`src/rtl/pipe_add_pkg.sv`:
```
// Shared types and saturation constants for the pipelined add/subtract unit.
package pipe_add_pkg;

    // Upper bound on WIDTH supported by the saturation constant helpers.
    localparam int unsigned MaxWidth = 64;

    // Control half of a pipeline stage record; operand slices ride in
    // per-stage vectors sized by the instantiating module.
    typedef struct packed {
        logic valid;
        logic carry;
        logic sub;
        logic sign;
        logic sat;
    } stage_ctrl_t;

    function automatic logic [MaxWidth-1:0] all_ones(input int unsigned width);
        logic [MaxWidth-1:0] r;
        r = '0;
        for (int unsigned i = 0; i < MaxWidth; i++) begin
            if (i < width) begin
                r[i] = 1'b1;
            end
        end
        return r;
    endfunction

    function automatic logic [MaxWidth-1:0] max_signed(input int unsigned width);
        logic [MaxWidth-1:0] r;
        r = '0;
        for (int unsigned i = 0; i < MaxWidth; i++) begin
            if (i + 1 < width) begin
                r[i] = 1'b1;
            end
        end
        return r;
    endfunction

    function automatic logic [MaxWidth-1:0] min_signed(input int unsigned width);
        logic [MaxWidth-1:0] r;
        r = '0;
        r[width-1] = 1'b1;
        return r;
    endfunction

endpackage

```
`src/rtl/add_slice.sv`:
```
// Combinational WIDTH-bit adder slice with carry in and carry out.
module add_slice #(
    parameter int unsigned WIDTH = 4
) (
    input  logic [WIDTH-1:0] a,
    input  logic [WIDTH-1:0] b,
    input  logic             cin,
    output logic [WIDTH-1:0] sum,
    output logic             cout
);

    assign {cout, sum} = {1'b0, a} + {1'b0, b} + {{WIDTH{1'b0}}, cin};

endmodule

```
`src/rtl/pipe_add_sat.sv`:
```
// Pipelined add/subtract with carry split across STAGES, overflow flags and
// optional saturation; global stall driven by the output handshake.
module pipe_add_sat
    import pipe_add_pkg::*;
#(
    parameter int unsigned WIDTH  = 16,
    parameter int unsigned STAGES = 4,
    parameter bit          SAT_EN = 1'b1
) (
    input  logic             clk,
    input  logic             rst_n,
    input  logic             in_valid,
    output logic             in_ready,
    input  logic [WIDTH-1:0] a,
    input  logic [WIDTH-1:0] b,
    input  logic             cin,
    input  logic             sub,
    input  logic             sign,
    input  logic             sat,
    output logic             out_valid,
    input  logic             out_ready,
    output logic [WIDTH-1:0] sum,
    output logic             cout,
    output logic             ofl,
    output logic             zero
);

    localparam int unsigned SLICE = WIDTH / STAGES;
    localparam int unsigned LAST  = STAGES - 1;

    localparam logic [MaxWidth-1:0] OnesFull = all_ones(WIDTH);
    localparam logic [MaxWidth-1:0] MaxSFull = max_signed(WIDTH);
    localparam logic [MaxWidth-1:0] MinSFull = min_signed(WIDTH);
    localparam logic [WIDTH-1:0]    SatOnes  = OnesFull[WIDTH-1:0];
    localparam logic [WIDTH-1:0]    SatMaxS  = MaxSFull[WIDTH-1:0];
    localparam logic [WIDTH-1:0]    SatMinS  = MinSFull[WIDTH-1:0];

    logic en;

    // Stage inputs: acc holds finished low slices and untouched high slices of a.
    logic [WIDTH-1:0] st_acc  [STAGES];
    logic [WIDTH-1:0] st_bx   [STAGES];
    stage_ctrl_t      st_ctrl [STAGES];

    logic [WIDTH-1:0] raw;
    logic             raw_cout;

    logic             out_valid_q;
    logic [WIDTH-1:0] sum_q;
    logic             cout_q;
    logic             ofl_q;
    logic             zero_q;

    assign en       = ~out_valid_q | out_ready;
    assign in_ready = en;

    assign st_acc[0]        = a;
    assign st_bx[0]         = sub ? ~b : b;
    assign st_ctrl[0].valid = in_valid;
    assign st_ctrl[0].carry = sub | cin;
    assign st_ctrl[0].sub   = sub;
    assign st_ctrl[0].sign  = sign;
    assign st_ctrl[0].sat   = sat;

    for (genvar k = 0; k < STAGES; k++) begin : g_stage
        localparam int unsigned Lo = k * SLICE;

        logic [SLICE-1:0] slice_sum;
        logic             slice_cout;
        logic [WIDTH-1:0] acc_next;

        add_slice #(
            .WIDTH (SLICE)
        ) u_add_slice (
            .a    (st_acc[k][Lo +: SLICE]),
            .b    (st_bx[k][Lo +: SLICE]),
            .cin  (st_ctrl[k].carry),
            .sum  (slice_sum),
            .cout (slice_cout)
        );

        always_comb begin
            acc_next              = st_acc[k];
            acc_next[Lo +: SLICE] = slice_sum;
        end

        if (k < LAST) begin : g_reg
            logic [WIDTH-1:0] acc_q;
            logic [WIDTH-1:0] bx_q;
            stage_ctrl_t      ctrl_next;
            stage_ctrl_t      ctrl_q;

            always_comb begin
                ctrl_next       = st_ctrl[k];
                ctrl_next.carry = slice_cout;
            end

            always_ff @(posedge clk or negedge rst_n) begin
                if (!rst_n) begin
                    acc_q  <= '0;
                    bx_q   <= '0;
                    ctrl_q <= '0;
                end else if (en) begin
                    acc_q  <= acc_next;
                    bx_q   <= st_bx[k];
                    ctrl_q <= ctrl_next;
                end
            end

            assign st_acc[k+1]  = acc_q;
            assign st_bx[k+1]   = bx_q;
            assign st_ctrl[k+1] = ctrl_q;
        end else begin : g_last
            assign raw      = acc_next;
            assign raw_cout = slice_cout;
        end
    end

    stage_ctrl_t      fin;
    logic             a_msb;
    logic             bx_msb;
    logic             ofl_c;
    logic [WIDTH-1:0] sat_val;
    logic [WIDTH-1:0] sum_c;

    // The last slice is still unadded, so its MSB is the original operand MSB.
    always_comb begin
        fin    = st_ctrl[LAST];
        a_msb  = st_acc[LAST][WIDTH-1];
        bx_msb = st_bx[LAST][WIDTH-1];

        if (fin.sign) begin
            ofl_c = (a_msb == bx_msb) && (raw[WIDTH-1] != a_msb);
        end else begin
            ofl_c = fin.sub ? ~raw_cout : raw_cout;
        end

        if (fin.sign) begin
            sat_val = a_msb ? SatMinS : SatMaxS;
        end else begin
            sat_val = fin.sub ? '0 : SatOnes;
        end

        sum_c = raw;
        if (SAT_EN && fin.sat && ofl_c) begin
            sum_c = sat_val;
        end
    end

    always_ff @(posedge clk or negedge rst_n) begin
        if (!rst_n) begin
            out_valid_q <= 1'b0;
            sum_q       <= '0;
            cout_q      <= 1'b0;
            ofl_q       <= 1'b0;
            zero_q      <= 1'b0;
        end else if (en) begin
            out_valid_q <= fin.valid;
            if (fin.valid) begin
                sum_q  <= sum_c;
                cout_q <= raw_cout;
                ofl_q  <= ofl_c;
                zero_q <= ~|sum_c;
            end
        end
    end

    assign out_valid = out_valid_q;
    assign sum       = sum_q;
    assign cout      = cout_q;
    assign ofl       = ofl_q;
    assign zero      = zero_q;

endmodule

```
`config.mk`:
```
export PLATFORM = sky130hd
export DESIGN_NAME = pipe_add_sat
export DESIGN_NICKNAME = d
export VERILOG_FILES = /design/src/rtl/pipe_add_pkg.sv /design/src/rtl/add_slice.sv /design/src/rtl/pipe_add_sat.sv
export SDC_FILE = /design/constraint.sdc
export NUM_CORES = 1
export LEC_CHECK = 0
export BUFFER_PORTS_ARGS = -buffer_cell sky130_fd_sc_hd__buf_2
export CAP_MARGIN = 20
export CORE_ASPECT_RATIO = 1.5
export CORE_UTILIZATION = 30
export DETAILED_ROUTE_END_ITERATION = 7
export HOLD_SLACK_MARGIN = 0.06
export MAX_ROUTING_LAYER = met4
export PLACE_DENSITY = 0.51
export REMOVE_ABC_BUFFERS = 1
export SLEW_MARGIN = 20
export SYNTH_ARGS = -nofsm -noshare
export SYNTH_HDL_FRONTEND = slang
export SYNTH_SLANG_ARGS = --single-unit
export TNS_END_PERCENT = 30
```
`constraint.sdc`:
```
create_clock -name clk -period 3.2 [get_ports clk]
set_input_delay 0.96 -clock clk [delete_from_list [all_inputs] [get_ports clk]]
set_output_delay 0.96 -clock clk [all_outputs]
set_load 0.02 [all_outputs]
```
==> results of run 1 <==
## how the worst min path moves through the flow
stage	from	end	slack (ns)
floorplan	g_stage[0].g_reg.acc_q[10]$_DFFE_PN0N_	g_stage[0].g_reg.acc_q[10]$_DFFE_PN0N_	0.44
global placement	g_stage[0].g_reg.ctrl_q[4]$_DFFE_PN0N_	g_stage[0].g_reg.ctrl_q[4]$_DFFE_PN0N_	0.45
detailed placement	g_stage[1].g_reg.acc_q[6]$_DFFE_PN0N_	g_stage[2].g_reg.acc_q[6]$_DFFE_PN0N_	0.46
CTS	g_stage[1].g_reg.acc_q[6]$_DFFE_PN0N_	g_stage[2].g_reg.acc_q[6]$_DFFE_PN0N_	0.47
global route	g_stage[1].g_reg.acc_q[14]$_DFFE_PN0N_	g_stage[2].g_reg.acc_q[14]$_DFFE_PN0N_	0.49
finish	g_stage[0].g_reg.bx_q[13]$_DFFE_PN0N_	g_stage[1].g_reg.bx_q[13]$_DFFE_PN0N_	0.47
## cell usage in the layout, fill, tap and decap left out, types with 2 or more instances in the layout
cell       Yosys  final
o21ai_0       33     33
ha_1          12     12
nor4_1         3      3
nand2_1      215    215
xor2_1         7      7
o31ai_1        2      2
a21oi_1       27     27
bufinv_16      0      2
inv_1         20     19
nand2b_1       3      3
buf_2          1     59
clkinv_2       0      3
clkbuf_16      0      9
o22ai_1        2      2
nor2_1        10     10
buf_4          1      6
fa_1           8      8
o21ai_1       10     10
mux2_2         2      2
a21o_1         6      6
xnor2_1       16     16
clkbuf_8       0      2
dfrtp_1      107    107
## cell type report
cell class,count,area share
Clock buffer,11,0.04437
Clock inverter,5,0.01318
Inverter,20,0.01318
Multi-Input combinational cell,374,0.3514
Sequential cell,107,0.4700
Tap cell,203,0.04459
Timing Repair Buffer,66,0.06326
## stage by stage
| stage | hold WS [ns] | power, W | setup TNS (ns) |
|---|---|---|---|
| floorplan | 0.4386 | 0.003908 | -348.62 |
| global placement | 0.4490 | 0.004483 | 0 |
| detailed placement | 0.4559 | 0.004566 | 0 |
| CTS | 0.4723 | 0.005787 | 0 |
| global route | 0.4906 | 0.006227 | 0 |
| finish | 0.4676 | 0.005681 | 0 |
## flip-flops by register name, indices dropped and copies added, names as in the netlist
signal,flops
zero,1
cout,1
sum,16
ofl,1
fin,5
out_valid,1
g_stage.g_reg.ctrl_q,10
g_stage.g_reg.acc_q,48
g_stage.g_reg.bx_q,24
## power by group through the flow
| stage | registers (W) | logic [W] | clock network [W] |
|---|---|---|---|
| final | 0.00229 | 0.00220 | 0.00119 |
| after global routing | 0.00239 | 0.00256 | 0.00128 |
| after CTS | 0.00230 | 0.00225 | 0.00123 |
| after detailed placement | 0.00233 | 0.00224 | 0 |
| after global placement | 0.00231 | 0.00217 | 0 |
| after floorplan | 0.00238 | 0.00153 | 0 |
## cells by family (layout without fill, tap and decap cells)
family | count (synthesis) | count (layout) | synth area share
and+or+nand+nor | 240 | 240 | 0.1946
DFF | 107 | 107 | 0.5500
AOI/OAI and AO/OA | 88 | 88 | 0.1023
buffers and inverters | 47 | 102 | 0.04035
xor gates and xnor gates | 23 | 23 | 0.04138
adders and majority gates | 20 | 20 | 0.06374
muxes | 3 | 3 | 0.007709
## per-layer routing
| metal | part of all wire | wire [µm] |
|---|---|---|
| met5 | 0 | 0 |
| met4 | 0.019 | 183 |
| met3 | 0.029 | 275 |
| met2 | 0.49 | 4669 |
| met1 | 0.46 | 4409 |
## tightest hold or removal path, cell delays in order, from the launching register on
cell and delay, ns:
dfrtp_1 0.34, nand2_1 0.05, nand2_1 0.05
==> flow_summary.toml, run 1 <==
[power_and_ir_drop]
vdd_drop_max_mv = 0.3467
p_int_w = 0.003540
swShare = 0.3768
pwr-share-comb = 0.387
pwr-share-clk = 0.209
p_sw_w = 0.002141
leakage_nw = 2.872
power_frac_seq = 0.404
power_density_nw_per_um2 = 997.2

[setup_path]
worstPathArrival_ns = 3.24
cpMostUsedCell = "fa_1"
r2r_start = "g_stage[2].g_reg.acc_q[12]$_DFFE_PN0N_"
r2r_cells = 9
crit_path_end = "sum[4]$_DFFE_PN0P_"
critical_path_depth = 9
endpoint_kind = "flip-flop"
cp-start-kind = "flip-flop"
path_max_fanout = 16
cp_slowest_stage_delay_ns = 0.60
worstPathCellList = "fa_1 -> inv_1 -> fa_1 -> and2b_1 -> o22ai_1 -> mux2_2 -> a211oi_4 -> a21oi_1 -> o21ai_0"
path_buf_inv = 1
rr_endpoint = "sum[4]$_DFFE_PN0P_"
path_class = "flip-flop to flip-flop"
crit_path_start = "g_stage[2].g_reg.acc_q[12]$_DFFE_PN0N_"
critPathTopFamily = "compound AO/OA/AOI/OAI gates"
cp.required_ns = 3.45
slowest_stage = "a211oi_4"
r2r_setup_slack_ns = 0.21

[floorplanning]
die_y_um = 158.0
row_count = 56
initial_core_util = 0.3088
die_area_um2 = 16750
io_pins = 61
die_x_um = 106.0
coreArea_um2 = 15770

[layout]
seq_area_um2 = 2678
final_area_um2 = 5697
layout.nets = 638
multi_input_area_um2 = 2002
finalNonFillerCells = 786
fin_util = 0.3613
fill_cells = 1653
diodes = 0
syn2layout_area_growth_pct = 17.01
drive_gt1_frac = 0.1561

[synth]
synthDominantCellAreaShare = 0.5500
synth.most_common_cell = "nand2_1"
ys_top_cells_by_area = "dfrtp_1, nand2_1, o21ai_0, fa_1, ha_1"
syn-mean-instance-area_um2 = 9.220
synthTopCellsByCount = "nand2_1, dfrtp_1, o21ai_0, a21oi_1, inv_1"
ys_seq_area_frac = 0.5500
postSynth.asyncResetShare = 1.000
synth.ff_latch_count = 107
ys_types = 39
synth-edff-count = 0
syn_area_um2 = 4868
synthCells = 528
ys.flop_type = "dfrtp_1"
yosys_warnings = 0
synth_top_area_cell = "dfrtp_1"

[placement]
dpl-instance-area_um2 = 5369
place_ws_ns = 0.2221
gp_congestion = 0.7217
dpl.hpwl_um = 6643
place_inst = 770
io_buffer_count = 60

[clock_tree]
ctsLongestPathBuffers = 2
clock_latency_ns = 0.34
cts.sinks = 107
cts_made_buffers = 9
htree_levels = 3
cts_resized = 0
holdBufCountCts = 0
tritoncts = "yes"
cts-root-buf = "clkbuf_16"
cts.clk_slew.worst_paths_ns = 0.07
post_cts_buffers = 0

[global_routing]
grt_pass1_vias = 3724
grt.met2_usage = 0.2250
use_met3 = 0.02141
grt.overflow.total = 0
grt_first_pass_wirelength_um = 17330
use_met1 = 0.1549
antenna_found_initial = 0
busiest_layer = "met2"
grt_max_degree = 94
grt_usage = 0.1327

[route]
ant_nets = 0
drt_first_iter_violations = 165
totalWireLength_um = 9538
vias_per_cell = 4.405
drc = 0
dr.pass1.iters = 4
wl_per_cell_um = 12.13
num_vias = 3462

[timing]
post-route-period-util = 0.9359
setup_ws_ns = 0.2051
timing.slew.headroom = 0.3886
worst_pin_slew_ns = 0.9171
setup_viol = 0
worst_clock_skew_ns = 0.008958
fmaxAchievable_ghz = 0.3339
rsz0062_at_grt = "no"
final_max_slew_viol_count = 0
min_period_ns = 2.995
final-hold-violation-count = 0

[run_status]
status = "finished, final reports clean"

[hold_path]
whs_path_depth = 2
hold_path.class = "flip-flop to flip-flop"

[run]
cap_viol_max_count = 0
Power figures use the tool's default switching activity.
==> run 2, diff against run 1 <==
Settings changed: ABC_AREA from default to 1, BUFFER_PORTS_ARGS -buffer_cell sky130_fd_sc_hd__buf_2 to -buffer_cell sky130_fd_sc_hd__buf_4, PLACE_DENSITY 0.51 to 0.48.
==> flow_summary.toml, run 2 <==
[layout]
layout.nets = 649
layout_commonest_cell = "nand2_1"
largest_register = "g_stage.g_reg.acc_q"
most-common-layout-cells = "nand2_1, dfrtp_1, buf_4"
finalNonFillerCells = 797
diodes = 0
fin_util = 0.3707
syn2layout_area_growth_pct = 20.50
drive_gt1_frac = 0.1549
largest_reg_flops = 48

[global_routing]
grt_first_pass_wirelength_um = 16900
grt_max_degree = 99
grt.overflow.total = 0
use_met1 = 0.1559
grt.met2_usage = 0.2202
use_met3 = 0.02360
busiest_layer = "met2"
grt_usage = 0.1313
antenna_found_initial = 0
grt_pass1_vias = 3508

[timing]
worst_clock_skew_ns = 0.005824
setup_viol = 0
rsz0062_at_grt = "no"
min_period_ns = 2.388
final_max_slew_viol_count = 0
timing.slew.headroom = 0.3881
post-route-period-util = 0.7463
fmaxAchievable_ghz = 0.4187
final-hold-violation-count = 0
worst_pin_slew_ns = 0.9178
whs_ns = 0.4680

[route]
dr.pass1.iters = 4
wl_per_cell_um = 12.22
totalWireLength_um = 9736
drc = 0
num_vias = 3489
drt_first_iter_violations = 159
vias_per_cell = 4.378
ant_nets = 0

[synth]
ys_top_cells_by_area = "dfrtp_1, nand2_1, o21ai_0, fa_1, ha_1"
synth-edff-count = 0
ys_types = 27
synthTopCellsByCount = "nand2_1, dfrtp_1, o21ai_0, inv_1, nor2_1"
synth_top_area_cell = "dfrtp_1"
ys_seq_area_frac = 0.5545
ys.flop_type = "dfrtp_1"
postSynth.asyncResetShare = 1.000
synth.ff_latch_count = 107
yosys_warnings = 0
syn_area_um2 = 4828
synthCells = 536
synth.most_common_cell = "nand2_1"
syn-mean-instance-area_um2 = 9.008
synthDominantCellAreaShare = 0.5545

[clock_tree]
cts_resized = 0
cts-root-buf = "clkbuf_16"
ctsLongestPathBuffers = 2
clock_latency_ns = 0.35
cts.sinks = 107
cts_made_buffers = 9
holdBufCountCts = 0
post_cts_buffers = 0
htree_levels = 3
cts.clk_slew.worst_paths_ns = 0.07
tritoncts = "yes"

[setup_path]
slowest_stage = "nor2_4"
worstPathArrival_ns = 1.43
worstPathCellList = "buf_4 -> nor2_4 -> inv_2 -> buf_4"
cpMostUsedCell = "buf_4"
cp-start-kind = "primary input"
cp_slowest_stage_delay_ns = 0.15
path_max_fanout = 3
cp.required_ns = 2.24
path_class = "primary input to output pin"
endpoint_kind = "output pin"

[placement]
io_buffer_count = 60
place_inst = 781
dpl.hpwl_um = 6681
gp_congestion = 0.7367

[floorplanning]
coreArea_um2 = 15700
die_y_um = 157.4
initial_core_util = 0.3076
die_area_um2 = 16620
io_pins = 61
die_x_um = 105.6
row_count = 56

[power_and_ir_drop]
leakage_nw = 2.884
vdd_drop_max_mv = 0.2823
total_power_w = 0.005799
power_density_nw_per_um2 = 996.7

[run]
cap_viol_max_count = 0

[hold_path]
hold_path.class = "flip-flop to flip-flop"

[run_status]
status = "finished, final reports clean"
## run 2: cell types whose count changed after synthesis, moves of 7 or more
cell,change
nor2_1,+17
nand2_1,-21
inv_1,+18
a21oi_1,-7
o21ai_1,-8
o21ai_0,+23
## run 2: metrics by stage
step,TNS (ns),setup WS (ns),cell area (µm²)
3_3_place_gp,0,0.5791,5489
5_1_grt,0,0.7383,5818
3_5_place_dp,0,0.5252,5489
2_1_floorplan,-66.67,-1.408,4730
4_1_cts,0,0.8056,5818
6_report,0,0.8118,5818
## run 2: layout make-up
cell class | count | area (µm²)
fillers | 1634 | 9877
flip-flops and latches | 107 | 2678
multi-input cells | 364 | 1899
repair buffers | 65 | 500.5
clock buffers | 12 | 256.5
well taps | 203 | 254.0
inverters | 42 | 157.7
clock inverters | 4 | 72.57
## run 2: layer usage
| layer | vias up | wire, µm |
|---|---|---|
| met5 | - | 0 |
| met4 | 0 | 192 |
| met3 | 19 | 359 |
| met2 | 65 | 4850 |
| met1 | 1615 | 4333 |
| li1 | 1790 | - |
## run 2: cells by family after synthesis
family / synth area share
compound gates: 0.09899
xor+xnor: 0.03628
flops: 0.5545
buf+inv: 0.05312
simple gates: 0.1928
fa+ha+maj: 0.06426
## run 2: worst max-delay path: cells and delay by family
kind | cells | cell delay (ns)
buffers and inverters | 3 | 0.32
and+or+nand+nor | 1 | 0.15
## run 2: where the power goes
| group | total [W] | leakage [nW] | internal, W | switching [W] |
|---|---|---|---|---|
| Sequential | 0.00230 | 1.28 | 0.00195 | 0.000347 |
| Clock | 0.00120 | 0.159 | 0.000727 | 0.000474 |
| Combinational | 0.00230 | 1.44 | 0.000884 | 0.00142 |
## run 2: final timing paths
kind                                                   startpoint                                      to  slack [ns]  depth (start not counted)
setup / recovery                                        out_ready                                in_ready        0.81                          4
hold / removal                                 fin[4]$_DFFE_PN0N_                   out_valid$_DFFE_PN0N_        0.47                          2
setup reg to reg           g_stage[2].g_reg.acc_q[12]$_DFFE_PN0N_                        zero$_DFFE_PN0P_        0.91                         15
hold reg to reg                                fin[4]$_DFFE_PN0N_                   out_valid$_DFFE_PN0N_        0.47                          2
max in group asynchronous                                   rst_n                        zero$_DFFE_PN0P_        1.85                          2
min in group asynchronous                                   rst_n  g_stage[0].g_reg.acc_q[13]$_DFFE_PN0N_        0.63                          1
==> run 3, diff against run 2 <==
Settings changed: ABC_AREA 1 to 0.
Clock period 3.2 ns to 2.4 ns, I/O delays scaled along.
==> flow_summary.toml, run 3 (synthesis gave the netlist of run 1 again) <==
[clock_tree]
cts.sinks = 107
tritoncts = "yes"
cts-root-buf = "clkbuf_16"
clock_latency_ns = 0.34
cts_made_buffers = 9
holdBufCountCts = 0
cts.clk_slew.worst_paths_ns = 0.06
ctsLongestPathBuffers = 2
htree_levels = 3

[route]
drc = 0
drt_first_iter_violations = 96
num_vias = 3462
vias_per_cell = 4.338
ant_nets = 0
wl_per_cell_um = 11.85
dr.pass1.iters = 6
totalWireLength_um = 9457

[timing]
worst_clock_skew_ns = 0.005961
setup_viol = 17
setup_ws_ns = -0.09439
whs_ns = 0.2396
rsz0062_at_grt = "yes"
post-route-period-util = 1.039
timing.slew.headroom = 0.6901
final-hold-violation-count = 0
fmaxAchievable_ghz = 0.4009
final.setup.tns_ns = -1.193
final_max_slew_viol_count = 0
min_period_ns = 2.494
worst_pin_slew_ns = 0.4648

[layout]
diodes = 0
finalNonFillerCells = 798
syn2layout_area_growth_pct = 23.28
largest_register = "g_stage.g_reg.acc_q"
largest_reg_flops = 48
most-common-layout-cells = "nand2_1, dfrtp_1, buf_4"
final_area_um2 = 6002
layout_commonest_cell = "nand2_1"
drive_gt1_frac = 0.1933
layout.nets = 653

[floorplanning]
die_area_um2 = 16750
row_count = 56
io_pins = 61
die_y_um = 158.0
initial_core_util = 0.3088
coreArea_um2 = 15770
die_x_um = 106.0

[placement]
gp_congestion = 0.7174
dpl.hpwl_um = 6474
dpl-instance-area_um2 = 5647
io_buffer_count = 60
place_inst = 779

[global_routing]
grt_usage = 0.1319
antenna_found_initial = 0
grt_pass1_vias = 3663
grt.overflow.total = 0
grt_max_degree = 94
grt_first_pass_wirelength_um = 17010

[power_and_ir_drop]
power_density_nw_per_um2 = 1317
total_power_w = 0.007902
leakage_nw = 2.994
vdd_drop_max_mv = 0.5239

[setup_path]
r2r_setup_slack_ns = -0.09
rr_endpoint = "sum[13]$_DFFE_PN0P_"
cp_slowest_stage_delay_ns = 0.40
r2r_start = "fin[3]$_DFFE_PN0N_"
worstPathCellList = "fa_2 -> inv_2 -> fa_2 -> and2b_1 -> o22ai_2 -> mux2_4 -> a211oi_4 -> buf_6 -> a21oi_2 -> o21ai_1"
endpoint_kind = "flip-flop"
worstPathArrival_ns = 2.76
slowest_stage = "dfrtp_1"
path_class = "flip-flop to flip-flop"
critPathTopFamily = "compound AO/OA/AOI/OAI gates"
r2r_cells = 10
path_buf_inv = 2
cp.required_ns = 2.66
cp-start-kind = "flip-flop"
cpMostUsedCell = "fa_2"
path_max_fanout = 8

[run_status]
violations = "negative setup slack"
status = "finished with violations"

[hold_path]
hold_path.class = "primary input to asynchronous set/reset pin"

[run]
cap_viol_max_count = 0
-- run 3: cell types whose count changed in the layout (fill, tap and decap cells not counted), moves of 7 or more --
cell     delta
buf_4      +10
a21oi_2     +7
inv_1      -20
o21ai_0    -29
nand2_1    +21
o21ai_1    +13
nor2_1     -17
-- run 3: metrics by stage --
| stage | worst slack, ns | utilization |
|---|---|---|
| floorplan | -4.902 | - |
| global placement | -0.1715 | 0.3582 |
| detailed placement | -0.2881 | 0.3582 |
| CTS | -0.08690 | 0.3807 |
| global route | -0.2144 | 0.3807 |
| finish | -0.09439 | 0.3807 |
-- run 3: metal layers --
metal	global-route usage	vias up	wire length (µm)
met5	-	-	0
met4	0.04828	0	180
met3	0.02758	13	322
met2	0.2244	54	4620
met1	0.1535	1585	4335
li1	-	1810	-
-- run 3: area by class of cell --
class	count	area [µm²]
tap	203	254.0
timing repair buffer	81	678.2
inverter	20	75.07
clock inverter	2	13.76
fill	1658	9763
sequential	107	2678
multi-input combinational	374	2061
clock buffer	11	242.7
-- run 3: worst max path at each step --
stage	start	depth (start not counted)	end	slack [ns]
floorplan	out_ready	4	cout$_DFFE_PN0P_	-4.90
global placement	g_stage[2].g_reg.acc_q[12]$_DFFE_PN0N_	10	sum[0]$_DFFE_PN0P_	-0.17
detailed placement	g_stage[2].g_reg.acc_q[12]$_DFFE_PN0N_	9	sum[15]$_DFFE_PN0P_	-0.29
CTS	g_stage[2].g_reg.acc_q[12]$_DFFE_PN0N_	11	sum[14]$_DFFE_PN0P_	-0.09
global route	fin[3]$_DFFE_PN0N_	10	sum[1]$_DFFE_PN0P_	-0.21
finish	fin[3]$_DFFE_PN0N_	10	sum[13]$_DFFE_PN0P_	-0.09
-- run 3: report_power, final --
group          internal [W]  switching (W)
clock network      0.000717       0.000609
registers           0.00259       0.000474
logic               0.00161        0.00190
total               0.00492        0.00299
-- run 3: timing repair --
action,4_1_cts,5_1_grt
setup buffers,6,1
gates cloned,1,0
endpoints found under the setup margin,17,17
endpoints found under the hold margin,0,0
pin swaps,2,8
resized for setup,11,13
